<file path="src/rtl/multi_issue_pre_fetch_pkg.sv">
// Shared types and constants for the multi-issue pre-fetch stage.
package multi_issue_pre_fetch_pkg;

  localparam int          MAX_FW         = 4;
  localparam logic [4:0]  EXCCODE_ADEL   = 5'h04;
  localparam logic [4:0]  EXCCODE_TLBL   = 5'h02;
  localparam logic [31:0] PFS_RESET_PC   = 32'hbfc00000;
  localparam logic [31:0] PFS_EX_VEC     = 32'hbfc00380;
  localparam logic [31:0] PFS_REFILL_VEC = 32'hbfc00200;

  // mask is sized for the widest group; narrower builds use the low bits only
  typedef struct packed {
    logic [31:0]       pc;
    logic [MAX_FW-1:0] mask;
    logic              ex;
    logic [4:0]        exccode;
    logic              tlb_refill;
  } fetch_req_t;

endpackage

</file>
<file path="src/rtl/multi_issue_pre_fetch_if.sv">
// MMU, I-cache request and fetch-queue signals of the pre-fetch stage.
interface multi_issue_pre_fetch_if #(parameter int FETCH_WIDTH = 2) ();
  logic [31:0]            inst_vaddr;
  logic                   inst_tlb_ex;
  logic [4:0]             inst_tlb_exccode;
  logic                   inst_tlb_refill;
  logic                   icache_req;
  logic                   icache_addr_ok;
  logic                   fq_valid;
  logic                   fq_ready;
  logic [31:0]            fq_pc;
  logic [FETCH_WIDTH-1:0] fq_mask;
  logic                   fq_ex;
  logic [4:0]             fq_exccode;
  logic                   fq_refill;
  logic                   fq_flush;

  modport master (
    output inst_vaddr, icache_req, fq_valid, fq_pc, fq_mask, fq_ex, fq_exccode,
           fq_refill, fq_flush,
    input  inst_tlb_ex, inst_tlb_exccode, inst_tlb_refill, icache_addr_ok, fq_ready
  );

  modport slave (
    input  inst_vaddr, icache_req, fq_valid, fq_pc, fq_mask, fq_ex, fq_exccode,
           fq_refill, fq_flush,
    output inst_tlb_ex, inst_tlb_exccode, inst_tlb_refill, icache_addr_ok, fq_ready
  );
endinterface

</file>
<file path="src/rtl/multi_issue_pre_fetch_fifo.sv">
// Request queue of fetch groups; head is read straight from storage flops.
// Clear wins over push/pop; full/empty come from the registered count only.
module fetch_req_fifo
  import multi_issue_pre_fetch_pkg::*;
#(
  parameter int DEPTH = 4
) (
  input  logic       clk,
  input  logic       reset,
  input  logic       push,
  input  fetch_req_t push_dat,
  input  logic       pop,
  input  logic       clear,
  output logic       full,
  output logic       empty,
  output fetch_req_t head_dat
);
  localparam int PW = $clog2(DEPTH);

  fetch_req_t    mem_q [DEPTH];
  fetch_req_t    mem_d [DEPTH];
  logic [PW-1:0] wr_ptr_q, wr_ptr_d, rd_ptr_q, rd_ptr_d;
  logic [PW:0]   cnt_q, cnt_d;
  logic          do_push, do_pop;

  assign full     = (cnt_q == (PW+1)'(DEPTH));
  assign empty    = (cnt_q == '0);
  assign head_dat = mem_q[rd_ptr_q];
  assign do_push  = push & ~full;
  assign do_pop   = pop & ~empty;

  always_comb begin
    mem_d    = mem_q;
    wr_ptr_d = wr_ptr_q;
    rd_ptr_d = rd_ptr_q;
    cnt_d    = cnt_q;
    if (clear) begin
      wr_ptr_d = '0;
      rd_ptr_d = '0;
      cnt_d    = '0;
    end else begin
      if (do_push) begin
        mem_d[wr_ptr_q] = push_dat;
        wr_ptr_d        = wr_ptr_q + PW'(1);
      end
      if (do_pop) rd_ptr_d = rd_ptr_q + PW'(1);
      cnt_d = cnt_q + (PW+1)'(do_push) - (PW+1)'(do_pop);
    end
  end

  always_ff @(posedge clk) begin
    if (reset) begin
      wr_ptr_q <= '0;
      rd_ptr_q <= '0;
      cnt_q    <= '0;
    end else begin
      wr_ptr_q <= wr_ptr_d;
      rd_ptr_q <= rd_ptr_d;
      cnt_q    <= cnt_d;
    end
  end

  // payload needs no reset: nothing reads it while the count is zero
  always_ff @(posedge clk) mem_q <= mem_d;

endmodule

</file>
<file path="src/rtl/multi_issue_pre_fetch.sv">
// Pre-IF stage: redirect priority chain, group PC/mask generation, request queue.
// Optional PFS_PERF_CNT_EN adds stall / redirect performance counters.
module multi_issue_pre_fetch
  import multi_issue_pre_fetch_pkg::*;
#(
  parameter int          FETCH_WIDTH = 2,
  parameter int          REQ_DEPTH   = 4,
  parameter logic [31:0] RESET_PC    = PFS_RESET_PC,
  parameter logic [31:0] EX_VEC      = PFS_EX_VEC,
  parameter logic [31:0] REFILL_VEC  = PFS_REFILL_VEC
) (
  input  logic                         clk,
  input  logic                         reset,
  input  logic                         ex_flush,
  input  logic                         ex_refill,
  input  logic                         eret_flush,
  input  logic [31:0]                  c0_epc,
  input  logic                         replay_flush,
  input  logic [31:0]                  replay_pc,
  input  logic                         correct_valid,
  input  logic [31:0]                  correct_target,
  input  logic                         pred_valid,
  input  logic                         pred_taken,
  input  logic [$clog2(FETCH_WIDTH):0] pred_slot,
  input  logic [31:0]                  pred_target,
  multi_issue_pre_fetch_if.master      fif
`ifdef PFS_PERF_CNT_EN
  ,
  output logic [31:0]                  perf_stall_cnt,
  output logic [31:0]                  perf_redirect_cnt
`endif
);
  localparam int GROUP_BYTES = FETCH_WIDTH * 4;

  logic [31:0]            pc_q, pc_d;
  logic                   halt_q, halt_d;
  logic                   flush_req, redirect, pred_hit, misaligned, exc;
  logic                   full, empty, req, req_push, ex_push, push, pop;
  logic [31:0]            base, next_pc, start_slot, end_slot;
  logic [FETCH_WIDTH-1:0] grp_mask;
  fetch_req_t             entry, head;
  logic                   unused_mask_hi;

  assign flush_req  = ex_flush | eret_flush | replay_flush | correct_valid;
  assign redirect   = reset | flush_req;
  assign pred_hit   = pred_valid & pred_taken;
  assign misaligned = (pc_q[1:0] != 2'b00);
  assign exc        = misaligned | fif.inst_tlb_ex;
  assign base       = pc_q & ~32'(GROUP_BYTES - 1);
  assign next_pc    = pred_hit ? pred_target : base + 32'(GROUP_BYTES);
  assign start_slot = (pc_q >> 2) & 32'(FETCH_WIDTH - 1);
  assign end_slot   = pred_hit ? 32'(pred_slot) : 32'(FETCH_WIDTH - 1);

  always_comb begin
    grp_mask = '0;
    for (int i = 0; i < FETCH_WIDTH; i++)
      grp_mask[i] = (32'(i) >= start_slot) && (32'(i) <= end_slot);
  end

  // an exception entry bypasses the I-cache and only needs queue space
  assign req      = ~halt_q & ~full & ~redirect & ~exc;
  assign req_push = req & fif.icache_addr_ok;
  assign ex_push  = ~halt_q & ~full & ~redirect & exc;
  assign push     = req_push | ex_push;
  assign pop      = ~empty & fif.fq_ready;

  always_comb begin
    entry            = '0;
    entry.pc         = pc_q;
    entry.mask       = MAX_FW'(grp_mask);
    entry.ex         = exc;
    entry.exccode    = misaligned ? EXCCODE_ADEL : (exc ? fif.inst_tlb_exccode : 5'd0);
    entry.tlb_refill = ~misaligned & fif.inst_tlb_ex & fif.inst_tlb_refill;
  end

  always_comb begin
    pc_d   = pc_q;
    halt_d = halt_q;
    if (reset) begin
      pc_d   = RESET_PC;
      halt_d = 1'b0;
    end else if (ex_flush) begin
      pc_d   = ex_refill ? REFILL_VEC : EX_VEC;
      halt_d = 1'b0;
    end else if (eret_flush) begin
      pc_d   = c0_epc;
      halt_d = 1'b0;
    end else if (replay_flush) begin
      pc_d   = replay_pc + 32'd4;
      halt_d = 1'b0;
    end else if (correct_valid) begin
      pc_d   = correct_target;
      halt_d = 1'b0;
    end else if (ex_push) begin
      halt_d = 1'b1;
    end else if (req_push) begin
      pc_d = next_pc;
    end
  end

  always_ff @(posedge clk) begin
    pc_q   <= pc_d;
    halt_q <= halt_d;
  end

  fetch_req_fifo #(.DEPTH(REQ_DEPTH)) u_fifo (
    .clk      (clk),
    .reset    (reset),
    .push     (push),
    .push_dat (entry),
    .pop      (pop),
    .clear    (redirect),
    .full     (full),
    .empty    (empty),
    .head_dat (head)
  );

  assign unused_mask_hi   = ^head.mask;
  assign fif.inst_vaddr   = pc_q;
  assign fif.icache_req   = req;
  assign fif.fq_flush     = flush_req & ~reset;
  assign fif.fq_valid     = ~empty;
  assign fif.fq_pc        = empty ? 32'd0 : head.pc;
  assign fif.fq_mask      = empty ? '0 : head.mask[FETCH_WIDTH-1:0];
  assign fif.fq_ex        = ~empty & head.ex;
  assign fif.fq_exccode   = empty ? 5'd0 : head.exccode;
  assign fif.fq_refill    = ~empty & head.tlb_refill;

`ifdef PFS_PERF_CNT_EN
  logic [31:0] stall_cnt_q, stall_cnt_d, redir_cnt_q, redir_cnt_d;

  always_comb begin
    stall_cnt_d = stall_cnt_q;
    redir_cnt_d = redir_cnt_q;
    if (reset) begin
      stall_cnt_d = '0;
      redir_cnt_d = '0;
    end else begin
      if (~halt_q & ~flush_req & (full | (req & ~fif.icache_addr_ok)))
        stall_cnt_d = stall_cnt_q + 32'd1;
      if (flush_req) redir_cnt_d = redir_cnt_q + 32'd1;
    end
  end

  always_ff @(posedge clk) begin
    stall_cnt_q <= stall_cnt_d;
    redir_cnt_q <= redir_cnt_d;
  end

  assign perf_stall_cnt    = stall_cnt_q;
  assign perf_redirect_cnt = redir_cnt_q;
`endif

endmodule

</file>
<file path="src/flat_wrapper.sv">
// flat-port wrapper written by rule: the top's interface ports become plain ports
module multi_issue_pre_fetch_flat import multi_issue_pre_fetch_pkg::*;
#(
  parameter int          FETCH_WIDTH = 2,
  parameter int          REQ_DEPTH   = 4,
  parameter logic [31:0] RESET_PC    = PFS_RESET_PC,
  parameter logic [31:0] EX_VEC      = PFS_EX_VEC,
  parameter logic [31:0] REFILL_VEC  = PFS_REFILL_VEC
)
  (clk, reset, ex_flush, ex_refill, eret_flush, c0_epc, replay_flush, replay_pc, correct_valid, correct_target, pred_valid, pred_taken, pred_slot, pred_target, fif_inst_vaddr, fif_icache_req, fif_fq_valid, fif_fq_pc, fif_fq_mask, fif_fq_ex, fif_fq_exccode, fif_fq_refill, fif_fq_flush, fif_inst_tlb_ex, fif_inst_tlb_exccode, fif_inst_tlb_refill, fif_icache_addr_ok, fif_fq_ready);
  multi_issue_pre_fetch_if #(.FETCH_WIDTH(FETCH_WIDTH)) fif_i ();
  input  logic clk;
  input  logic reset;
  input  logic ex_flush;
  input  logic ex_refill;
  input  logic eret_flush;
  input  logic [31:0] c0_epc;
  input  logic replay_flush;
  input  logic [31:0] replay_pc;
  input  logic correct_valid;
  input  logic [31:0] correct_target;
  input  logic pred_valid;
  input  logic pred_taken;
  input  logic [$clog2(FETCH_WIDTH):0] pred_slot;
  input  logic [31:0] pred_target;
  output wire logic [$bits(fif_i.inst_vaddr)-1:0] fif_inst_vaddr;
  output wire logic [$bits(fif_i.icache_req)-1:0] fif_icache_req;
  output wire logic [$bits(fif_i.fq_valid)-1:0] fif_fq_valid;
  output wire logic [$bits(fif_i.fq_pc)-1:0] fif_fq_pc;
  output wire logic [$bits(fif_i.fq_mask)-1:0] fif_fq_mask;
  output wire logic [$bits(fif_i.fq_ex)-1:0] fif_fq_ex;
  output wire logic [$bits(fif_i.fq_exccode)-1:0] fif_fq_exccode;
  output wire logic [$bits(fif_i.fq_refill)-1:0] fif_fq_refill;
  output wire logic [$bits(fif_i.fq_flush)-1:0] fif_fq_flush;
  input wire logic [$bits(fif_i.inst_tlb_ex)-1:0] fif_inst_tlb_ex;
  input wire logic [$bits(fif_i.inst_tlb_exccode)-1:0] fif_inst_tlb_exccode;
  input wire logic [$bits(fif_i.inst_tlb_refill)-1:0] fif_inst_tlb_refill;
  input wire logic [$bits(fif_i.icache_addr_ok)-1:0] fif_icache_addr_ok;
  input wire logic [$bits(fif_i.fq_ready)-1:0] fif_fq_ready;
  assign fif_inst_vaddr = fif_i.inst_vaddr;
  assign fif_icache_req = fif_i.icache_req;
  assign fif_fq_valid = fif_i.fq_valid;
  assign fif_fq_pc = fif_i.fq_pc;
  assign fif_fq_mask = fif_i.fq_mask;
  assign fif_fq_ex = fif_i.fq_ex;
  assign fif_fq_exccode = fif_i.fq_exccode;
  assign fif_fq_refill = fif_i.fq_refill;
  assign fif_fq_flush = fif_i.fq_flush;
  assign fif_i.inst_tlb_ex = fif_inst_tlb_ex;
  assign fif_i.inst_tlb_exccode = fif_inst_tlb_exccode;
  assign fif_i.inst_tlb_refill = fif_inst_tlb_refill;
  assign fif_i.icache_addr_ok = fif_icache_addr_ok;
  assign fif_i.fq_ready = fif_fq_ready;
  multi_issue_pre_fetch #(.FETCH_WIDTH(FETCH_WIDTH), .REQ_DEPTH(REQ_DEPTH), .RESET_PC(RESET_PC), .EX_VEC(EX_VEC), .REFILL_VEC(REFILL_VEC)) u_core (.clk(clk), .reset(reset), .ex_flush(ex_flush), .ex_refill(ex_refill), .eret_flush(eret_flush), .c0_epc(c0_epc), .replay_flush(replay_flush), .replay_pc(replay_pc), .correct_valid(correct_valid), .correct_target(correct_target), .pred_valid(pred_valid), .pred_taken(pred_taken), .pred_slot(pred_slot), .pred_target(pred_target), .fif(fif_i));
endmodule
</file>
<file path="config.mk">
export PLATFORM = sky130hd
export DESIGN_NAME = multi_issue_pre_fetch_flat
export DESIGN_NICKNAME = d
export VERILOG_FILES = /design/src/rtl/multi_issue_pre_fetch_pkg.sv /design/src/rtl/multi_issue_pre_fetch_if.sv /design/src/rtl/multi_issue_pre_fetch_fifo.sv /design/src/rtl/multi_issue_pre_fetch.sv /design/src/flat_wrapper.sv
export SDC_FILE = /design/constraint.sdc
export NUM_CORES = 1
export LEC_CHECK = 0
export ABC_AREA = 0
export CORE_MARGIN = 3
export CORE_UTILIZATION = 35
export CTS_BUF_LIST = sky130_fd_sc_hd__clkbuf_8 sky130_fd_sc_hd__clkbuf_16
export CTS_CLUSTER_DIAMETER = 60
export DETAILED_ROUTE_END_ITERATION = 7
export PLACE_DENSITY = 0.7
export SLEW_MARGIN = 20
export SYNTH_ARGS = -nofsm -noshare
export SYNTH_HDL_FRONTEND = slang
export SYNTH_SLANG_ARGS = --single-unit
</file>
<file path="constraint.sdc">
create_clock -name clk -period 7.3 [get_ports clk]
set_clock_uncertainty 0.15 [all_clocks]
set_input_delay 1.095 -clock clk [delete_from_list [all_inputs] [get_ports clk]]
set_output_delay 1.095 -clock clk [all_outputs]
set_load 0.05 [all_outputs]
</file>
==> results.py <==
metrics = {
    "setup_path": {
        "cpMostUsedCell": "clkdlybuf4s50_1",
        "critical_path_class": "input pin to output port",
        "r2r_end": "u_core.fif.inst_vaddr[23]$_SDFFE_PP1P_",
        "cp.depth": 7,
        "r2r_cells": 6,
        "crit_path_max_incr_delay_ns": 0.89,
        "crit_path_end_kind": "output port",
        "ff2ff_setup_slack_ns": 3.82,
        "reg2reg_from": "u_core.fif.inst_vaddr[0]$_SDFFE_PP0P_",
        "crit_fanout": 40,
        "crit_slowest_cell": "nor4_2",
        "worst-endpoint-arrival_ns": 3.99,
        "crit_chain": "clkdlybuf4s50_1 > buf_4 > nor4_2 > and2_1 > nand2_1 > nor2_1 > clkdlybuf4s50_1",
        "path_buf_inv": 3,
        "start_kind": "input pin",
        "path_delay_family": "buffers and inverters",
        "required_ns": 6.05,
    },
    "clocking": {
        "clock-sinks": 204,
        "ctsLongestPathBuffers": 3,
        "cts_root_buffer": "clkbuf_16",
        "clkTransAtPathRegs_ns": 0.06,
        "ctsHoldBuffers": 0,
        "clock_latency_ns": 0.50,
        "cts_setup_buffers": 0,
        "cts-htree-levels": 1,
        "cts_resized": 0,
        "cts-buffers-inserted": 22,
        "cts_tree": "yes",
    },
    "synth": {
        "synth_compound_area_share_pct": 11.3,
        "synth_most_common_cell": "edfxtp_1",
        "syn_inst": 843,
        "synth-main-ff-cell": "edfxtp_1",
        "netlist.area_leader.share_pct": 47.6,
        "netlist_area_mm2": 0.0103,
        "synth_top_family_by_area": "simple AND/OR/NAND/NOR gates",
        "synthAdderAreaFrac_pct": 1.16,
        "synth_edf_count": 164,
        "yosysSeqAreaShare_pct": 55.3,
        "ys_seq_elements": 204,
        "yosys.area_share.simple_pct": 13.9,
        "synth_area_per_cell_um2": 12.3,
        "synthTopCellsByCount": "164 x edfxtp_1, 64 x nand2_1, 54 x nor2_1",
        "synth_xor_area_share_pct": 4.06,
        "synth-async-reset-ratio_pct": 0,
        "yosysUniqueCellTypes": 67,
        "synth_top_cell_by_area": "edfxtp_1",
        "ys_warn_count": 0,
        "syn_nets": 1000,
        "muxShareOfSynthArea_pct": 9.22,
        "synth_area_leaders": "edfxtp_1 48%, mux4_2 8.9%, dfxtp_1 7.7%, xnor2_1 3.1%, and2_1 3.1%",
    },
    "route": {
        "drt_wl_total_um": 32800,
        "first_pass_iters": 5,
        "ant_nets": 0,
        "vias": 7835,
        "wl_per_cell_um": 23.1,
        "viasPerCell": 5.52,
        "drt_iter0_drc": 923,
        "drc": 0,
    },
    "power": {
        "ir_worst_vdd_mv": 0.136,
        "pwr-share-comb_pct": 10.9,
        "clkPwrFrac_pct": 41.7,
        "p_total_uw": 2740,
        "pwr_density_cell_mw_per_mm2": 204,
        "p_leak_uw": 0.00425,
        "p_sw_uw": 632,
        "power_frac_seq_pct": 47.5,
        "p_int_uw": 2110,
        "swShare_pct": 23.0,
    },
    "placement": {
        "dp.final_hpwl_um": 23700,
        "numPortBuffers": 223,
        "gp_congestion": 0.871,
    },
    "floorplanning": {
        "start_util_pct": 35.8,
        "io_pins": 224,
        "core_area_mm2": 0.0289,
        "dieArea_mm2": 0.0317,
        "rows": 62,
        "die_x_um": 178,
        "die_height_um": 178,
    },
    "sta": {
        "setup_viol": 0,
        "fmax_mhz": 191,
        "fin_tns_setup_ns": 0,
        "slew_headroom_pct": 22.3,
        "rsz0062_at_grt": "false",
        "hold_violations": 0,
        "fin_crit_ns": 5.23,
        "finalCritPeriodShare_pct": 71.7,
        "report.final.slew_viol_count": 0,
        "tightest_slew_ns": 1.16,
    },
    "global_routing": {
        "grt_usage_pct": 20.3,
        "grt_pass1_vias": 7712,
        "grt_pass1_wl_um": 48300,
        "grt_max_degree": 59,
        "antenna_found_initial": 1,
        "grt_overflow": 0,
    },
    "run": {
        "maxCapViolations": 0,
    },
    "min_path": {
        "hold_depth": 2,
        "hold_path_class": "register to register",
        "worstHoldEndpoint": "u_core.halt_q$_SDFFE_PP0P_",
        "hp-start": "u_core.halt_q$_SDFFE_PP0P_",
    },
    "run_status": {
        "status": "complete, no violations",
    },
    "final_layout": {
        "final_nets": 1176,
        "syn_to_final_growth_pct": 30.2,
        "final_util_pct": 46.6,
        "drive_above_1_share_pct": 10.1,
    },
}
-- routing by layer --
metal	GRT usage (%)	vias up	share of wire, %
met2	33.0	411	47
met4	5.43	0	2.4
li1	-	3550	-
met5	0	-	0
met3	4.21	47	9.4
met1	27.8	3827	41
-- worst max path at each step --
stage               start                                to  slack (ns)
5_1_grt        eret_flush                    fif_icache_req        1.91
3_3_place_gp   eret_flush                    fif_icache_req        2.16
2_1_floorplan    ex_flush  u_core.u_fifo.mem_q[0]$_DFFE_PP_        3.58
4_1_cts        eret_flush                    fif_icache_req        2.09
6_report       eret_flush                    fif_icache_req        2.07
3_5_place_dp   eret_flush                    fif_icache_req        2.09
-- registers in the layout, indices dropped and copies added (netlist names) --
name,count
u_core.u_fifo.wr_ptr_q,2
u_core.fif.inst_vaddr,32
u_core.halt_q,1
u_core.u_fifo.rd_ptr_q,2
u_core.u_fifo.mem_q,164
u_core.u_fifo.cnt_q,3
-- metrics by stage --
stage	setup WS [ns]	cell area (µm²)	hold slack [ns]	std cells
floorplan	3.58	10300	0.311	843
global placement	2.16	12700	0.334	1379
detailed placement	2.09	12700	0.349	1379
CTS	2.09	13500	0.362	1419
global route	1.91	13500	0.409	1419
finish	2.07	13500	0.372	1420
-- tightest hold or removal path: stages, from the launching register on --
cell	delay (ns)
dfxtp_1	0.36
a21oi_1	0.05
nor2_1	0.08
-- logic make-up after synthesis --
group,count (synthesis)
simple gates,269
buf+inv,105
flops,204
compound gates,164
mux,44
fa+ha+maj,9
xor+xnor,48
-- power groups by stage --
stage	Combinational [µW]	Clock, µW	Sequential, µW
finish	298	1140	1300
CTS	296	1160	1300
floorplan	151	0	1310
global placement	295	0	1330
detailed placement	295	0	1330
global route	315	1210	1300
-- cell usage in the layout (no fill, tap or decap), types with 5 or more instances in the layout --
cell type,n
clkbuf_16,23
mux4_2,41
a22oi_1,11
a2111oi_0,6
nand4_1,19
xor2_1,11
edfxtp_1,164
buf_4,9
or3_1,5
nor2_1,54
o211ai_1,7
o31ai_1,5
ha_1,8
a221o_1,5
inv_1,29
a221oi_1,5
nand3_1,15
nor3_1,14
clkdlybuf4s50_1,222
xnor2_1,37
nor4_1,6
a32oi_1,5
a31oi_1,5
o21ai_0,28
o2111ai_1,5
and2_1,47
and3_1,15
o22ai_1,6
dfxtp_1,38
nand2_1,64
a21oi_1,26
a211oi_1,11
-- layout make-up --
cell class | instances | area (µm²)
repair buffers | 232 | 2290
diodes | 1 | 2.50
fillers | 2583 | 15500
multi-input cells | 534 | 4110
clock inverters | 14 | 141
inverters | 25 | 93.8
well taps | 384 | 480
flip-flops and latches | 204 | 5730
clock buffers | 26 | 617
(Power assumes the default switching activity.)
